## config.mk

```make
export PLATFORM = sky130hd
export DESIGN_NAME = subtb_quan_seq
export DESIGN_NICKNAME = d
export VERILOG_FILES = /design/src/rtl/subtb_quan_seq.sv
export SDC_FILE = /design/constraint.sdc
export NUM_CORES = 1
export LEC_CHECK = 0
export ABC_AREA = 1
export ABC_CLOCK_PERIOD_IN_PS = 6500
export CAP_MARGIN = 15
export CORE_MARGIN = 2
export CORE_UTILIZATION = 50
export DETAILED_ROUTE_END_ITERATION = 10
export HOLD_SLACK_MARGIN = 0.1
export PLACE_DENSITY = 0.7
export SLEW_MARGIN = 20
export SYNTH_ARGS = -nofsm -noshare
export SYNTH_HDL_FRONTEND = slang
export SYNTH_SLANG_ARGS = --single-unit
```

## constraint.sdc

```tcl
create_clock -name clk -period 6.5 [get_ports clk]
set_clock_uncertainty 0.05 [all_clocks]
set_input_delay 0.65 -clock clk [delete_from_list [all_inputs] [get_ports clk]]
set_output_delay 0.65 -clock clk [all_outputs]
set_load 0.005 [all_outputs]
```

## src/rtl/subtb_quan_seq.sv

```systemverilog
// Encoder log-domain quantizer: |D| -> log2, subtract Y>>2, serial search of the rate table for ADPCM code I.
// One sample in flight; accepts only in IDLE, result held in DONE until out_ready.

module subtb_quan_seq (
  input  logic        clk,
  input  logic        reset_n,
  input  logic        in_valid,
  output logic        in_ready,
  input  logic [15:0] D,
  input  logic [12:0] Y,
  input  logic [1:0]  rate,
  output logic        out_valid,
  input  logic        out_ready,
  output logic [4:0]  I,
  output logic [11:0] DLN
);

  typedef enum logic [2:0] {
    S_IDLE = 3'd0,
    S_LOG  = 3'd1,
    S_SUB  = 3'd2,
    S_SRCH = 3'd3,
    S_DONE = 3'd4
  } state_t;

  state_t state, state_nxt;

  logic [15:0] d_q;
  logic [12:0] y_q;
  logic [1:0]  rate_q;
  logic [10:0] dl_q;
  logic [11:0] dln_q;
  logic [3:0]  k_q;
  logic [3:0]  m_q;
  logic [4:0]  i_q;
  logic [11:0] dln_out_q;

  function automatic logic [3:0] tbl_len(input logic [1:0] r);
    case (r)
      2'b11:   tbl_len = 4'd1;
      2'b10:   tbl_len = 4'd3;
      2'b01:   tbl_len = 4'd7;
      default: tbl_len = 4'd15;
    endcase
  endfunction

  function automatic logic signed [11:0] thr(input logic [1:0] r, input logic [3:0] k);
    thr = '0;
    case (r)
      2'b11: thr = 12'sd261;
      2'b10: begin
        case (k)
          4'd0:    thr = 12'sd8;
          4'd1:    thr = 12'sd218;
          default: thr = 12'sd331;
        endcase
      end
      2'b01: begin
        case (k)
          4'd0:    thr = -12'sd124;
          4'd1:    thr = 12'sd80;
          4'd2:    thr = 12'sd178;
          4'd3:    thr = 12'sd246;
          4'd4:    thr = 12'sd300;
          4'd5:    thr = 12'sd349;
          default: thr = 12'sd400;
        endcase
      end
      default: begin
        case (k)
          4'd0:    thr = -12'sd122;
          4'd1:    thr = -12'sd16;
          4'd2:    thr = 12'sd68;
          4'd3:    thr = 12'sd139;
          4'd4:    thr = 12'sd198;
          4'd5:    thr = 12'sd250;
          4'd6:    thr = 12'sd298;
          4'd7:    thr = 12'sd339;
          4'd8:    thr = 12'sd378;
          4'd9:    thr = 12'sd413;
          4'd10:   thr = 12'sd445;
          4'd11:   thr = 12'sd475;
          4'd12:   thr = 12'sd502;
          4'd13:   thr = 12'sd528;
          default: thr = 12'sd553;
        endcase
      end
    endcase
  endfunction

  // 16k uses its own 2-bit mapping; the other rates fold sign around 2N+1.
  function automatic logic [4:0] code_map(input logic [1:0] r, input logic ds, input logic [3:0] m);
    logic [4:0] top;
    top = {tbl_len(r), 1'b1};
    if (r == 2'b11)
      code_map = ds ? (5'd1 - {4'd0, m[0]}) : (5'd2 + {4'd0, m[0]});
    else if (ds)
      code_map = top - {1'b0, m};
    else if (m == 4'd0)
      code_map = top;
    else
      code_map = {1'b0, m};
  endfunction

  logic [14:0]        dqm;
  logic [3:0]         expo;
  logic [6:0]         mant;
  logic [10:0]        dl_c;
  logic [11:0]        dln_c;
  logic signed [11:0] thr_k;
  logic               ge;
  logic               done_now;
  logic [3:0]         k_inc;
  logic [3:0]         m_nxt;
  logic [4:0]         code_c;

  always_comb begin
    dqm = d_q[14:0];
    if (d_q[15])
      dqm = (d_q == 16'h8000) ? 15'h7FFF : 15'(~d_q + 16'd1);
    expo = '0;
    for (int b = 1; b < 15; b++)
      if (dqm[b]) expo = 4'(b);
    mant     = 7'({dqm, 7'b0} >> expo);
    dl_c     = {expo, mant};
    dln_c    = 12'({2'b00, dl_q} - (y_q >> 2));
    thr_k    = thr(rate_q, k_q);
    ge       = $signed(dln_q) >= thr_k;
    k_inc    = k_q + 4'd1;
    m_nxt    = ge ? k_inc : m_q;
    done_now = !ge || (k_inc >= tbl_len(rate_q));
    code_c   = code_map(rate_q, d_q[15], m_nxt);
  end

  always_ff @(posedge clk) begin
    if (!reset_n)
      state <= S_IDLE;
    else
      state <= state_nxt;
  end

  always_comb begin
    state_nxt = state;
    case (state)
      S_IDLE:  if (in_valid) state_nxt = S_LOG;
      S_LOG:   state_nxt = S_SUB;
      S_SUB:   state_nxt = S_SRCH;
      S_SRCH:  if (done_now) state_nxt = S_DONE;
      S_DONE:  if (out_ready) state_nxt = S_IDLE;
      default: state_nxt = S_IDLE;
    endcase
  end

  always_ff @(posedge clk) begin
    if (!reset_n) begin
      d_q       <= '0;
      y_q       <= '0;
      rate_q    <= '0;
      dl_q      <= '0;
      dln_q     <= '0;
      k_q       <= '0;
      m_q       <= '0;
      i_q       <= '0;
      dln_out_q <= '0;
    end else begin
      case (state)
        S_IDLE: begin
          if (in_valid) begin
            d_q    <= D;
            y_q    <= Y;
            rate_q <= rate;
          end
        end
        S_LOG: dl_q <= dl_c;
        S_SUB: begin
          dln_q <= dln_c;
          k_q   <= '0;
          m_q   <= '0;
        end
        S_SRCH: begin
          k_q <= k_inc;
          m_q <= m_nxt;
          if (done_now) begin
            i_q       <= code_c;
            dln_out_q <= dln_q;
          end
        end
        default: ;
      endcase
    end
  end

  assign in_ready  = (state == S_IDLE);
  assign out_valid = (state == S_DONE);
  assign I         = i_q;
  assign DLN       = dln_out_q;

endmodule

```

==> results.tsv <==
stage	metric	value	unit
layout	leading cell types in the layout, fill and taps excluded	nand2_1, inv_1, nor2_1, dfxtp_1, o21ai_0	
grt	GRT overflow	0	
clock_network	Post-CTS Hold Buffers	0	
floorplanning	core area	11300	sq um
job	Max-cap violations	0	
floorplanning	Die ar.	12300	sq um
setup_path	Crit-path slowest cell	dfxtp_1	
sta	RSZ-0062 raised after global routing	false	
sta	slew at the pin closest to its max-slew limit	1030	ps
logic_synthesis	register area share after synthesis	0.319	
clock_network	Clk Latency, worst-skew pair	350	ps
logic_synthesis	Synth Area in Adders	0.0946	
route	initial drt markers	441	
clock_network	# H-tree levels	3	
logic_synthesis	Mapped Area	5720	sq um
logic_synthesis	largest family of logic cells by synthesized area	simple AND/OR/NAND/NOR gates	
place	Post-DP HPWL	11.1	mm
sta	final setup violation count	0	
logic_synthesis	XOR/XNOR Fraction of Synth Area	0.0245	
sta	setup tns final	0	ps
logic_synthesis	Compound-Gate Fraction of Synth Area	0.187	
logic_synthesis	Net Count, Synth	940	
sta	worst hold slack	413	ps
logic_synthesis	Yosys top cell area share	0.319	
setup_path	CP Launch Type	register	
setup_path	CP Class	register to register	
floorplanning	Starting Density	0.507	
logic_synthesis	Mapped Cells	863	
grt	GRT Util Overall	0.250	
sta	Max Slew Vio Count	0	
logic_synthesis	most area-consuming cells after synthesis	dfxtp_1, nand2_1, ha_1	
clock_network	post_cts resized	0	
logic_synthesis	Synth Flop Type	dfxtp_1	
clock_network	CTS sink cnt	91	
clock_network	CTS tree	done	
logic_synthesis	#FFs+latches synth	91	
floorplanning	height of the die	111	microns
logic_synthesis	mux share of post-synthesis cell area	0.00197	
route	post-route antenna net violation count	0	
floorplanning	io pins	54	
layout	ANT cells	0	
clock_network	TritonCTS Buffers	9	
route	DRC viols	0	
setup_path	worst stage delay on the critical path	440	ps
logic_synthesis	post-synth cell types	40	
sta	fmax	0.227	GHz
grt	initial antenna violation count	0	
logic_synthesis	Mean Syn Cell Area	6.62	sq um
sta	part of the cycle the worst path needs	0.677	
setup_path	Crit Path Max Fanout	8	
place	gpl congestion	0.950	
setup_path	endpoint class of the critical path	register	
clock_network	clock slew at reported path FFs	70	ps
status	status	completed	
setup_path	CP Data Arrival Time	4610	ps
floorplanning	num rows	39	
grt	first-pass GRT wire length	25.2	mm
layout	fraction of layout cells with a size suffix above 1	0.0576	
setup_path	FF-to-FF path depth	20	
setup_path	crit-path most repeated cell	a21oi_1	
place	PortBufs	51	
hold_path	Hold Path Cell Cnt	2	
logic_synthesis	asr flop ratio synth	0	
sta	fin crit period	4400	ps
power_and_ir_drop	peak supply drop	0.204	mV
grt	largest net degree at the start of global routing	56	
sta	Slew HR	0.306	
sta	hold violation count in the final report	0	
route	via/cell ratio	5.43	
setup_path	CP Cell Sequence	inv_1 > ha_1 > o21ai_0 > nand3_1 > a21oi_1 > o22ai_1 > ha_1 > a21oi_1 > o21ai_0 > nand2_1 > o2111ai_1 > or2_2 > nand3_1 > nor2_1 > a21oi_1 > ha_1 > fa_1 > a21oi_1 > nand2_1 > a21oi_1	
route	routed wire length	15.0	mm
logic_synthesis	cell taking the most area after synthesis	dfxtp_1	
route	drt first pass iters	6	
clock_network	setup bufs post-CTS	0	
power_and_ir_drop	power per cell area	359	nW/um^2
grt	vias in the first global route	5404	
layout	fin nets	975	
floorplanning	Die X	111	microns
route	wire per inst	14.3	microns
layout	layout overhead on the synthesized area	15.9	%
route	vias	5677	
logic_synthesis	Warnings, synthesis	0	
clock_network	Clock Tree Buf Depth	2	
clock_network	CTS root buffer	clkbuf_16	
hold_path	Hold Crit Class	register to register	
logic_synthesis	Simple-Gate Fraction of Synth Area	0.274	
setup_path	Crit path required time	6710	ps
power_and_ir_drop	Lkg Pwr	0.00318	uW
layout	most common cell after layout, fill and taps aside	nand2_1	
logic_synthesis	Post-synth EDFFs	0	
## Yosys cell counts, types with 2 or more instances
library cell / instances
or2_2: 3
nand4_1: 2
nor2_1: 95
o22ai_1: 5
fa_1: 2
o21a_1: 2
xor2_1: 11
clkbuf_1: 21
a21oi_1: 78
nor3_2: 2
inv_1: 99
nand3_1: 79
nand2_1: 174
nand2_4: 2
o21ai_0: 88
buf_2: 5
inv_2: 12
a31oi_1: 6
nor3_1: 2
ha_1: 40
o211ai_1: 5
dfxtp_1: 91
o21ai_1: 9
nor2_2: 4
xnor2_1: 5
buf_6: 3
nand2_2: 5
## worst max-delay path, delay by kind of cell (launching register included)
kind	cells	cell delay, ps
AO/OA/AOI/OAI	9	1590
adder cells (fa/ha/maj)	4	1150
AND/OR/NAND/NOR	6	950
flip-flops	1	440
buffers and inverters	1	130
## metal layers
| metal | global-route usage | wire length, microns | vias to the layer above | share of wire |
|---|---|---|---|---|
| met4 | 0.0983 | 329 | 0 | 0.022 |
| li1 | - | - | 2886 | - |
| met3 | 0.0366 | 783 | 24 | 0.052 |
| met5 | 0 | 0 | - | 0 |
| met1 | 0.339 | 7210 | 2600 | 0.48 |
| met2 | 0.402 | 6660 | 167 | 0.44 |
## kinds of logic (layout without fill, tap and decap cells)
| group | Yosys count | count (layout) |
|---|---|---|
| compound gates | 200 | 200 |
| xor+xnor | 16 | 16 |
| fa+ha+maj | 42 | 42 |
| buf+inv | 143 | 183 |
| flops | 91 | 91 |
| mux | 1 | 1 |
| simple gates | 370 | 370 |
## power by group
group	total [uW]	internal [uW]	switching, uW
logic	1080	381	699
registers	700	635	65.0
clock network	595	369	226
total	2380	1390	990
## per-stage QoR
step                      std cells  worst slack (ps)   util  instance area, sq um  power (uW)
after CTS                      1046              2120  0.588                  6630        2380
after floorplan                 863              2760      -                  5720        1540
after global routing           1046              1820  0.588                  6630        2570
after detailed placement       1030              2150  0.558                  6290        1780
after global placement         1030              2240  0.558                  6290        1760
final                          1046              2100  0.588                  6630        2380
## cell type report
type	count	area [sq um]
well taps	143	179
flip-flops and latches	91	1820
repair buffers	55	541
clock buffers	13	270
multi-input cells	629	3320
fillers	1094	4650
inverters	112	420
clock inverters	3	68.8
## worst paths after layout
check	from	to	slack, ps
max	k_q[0]$_SDFFE_PN0N_	I[3]$_SDFFE_PN0P_	2100
min	y_q[12]$_SDFFE_PN0P_	y_q[12]$_SDFFE_PN0P_	410
max reg2reg	k_q[0]$_SDFFE_PN0N_	I[3]$_SDFFE_PN0P_	2100
min reg2reg	y_q[12]$_SDFFE_PN0P_	y_q[12]$_SDFFE_PN0P_	410
Power figures use the tool's default switching activity.
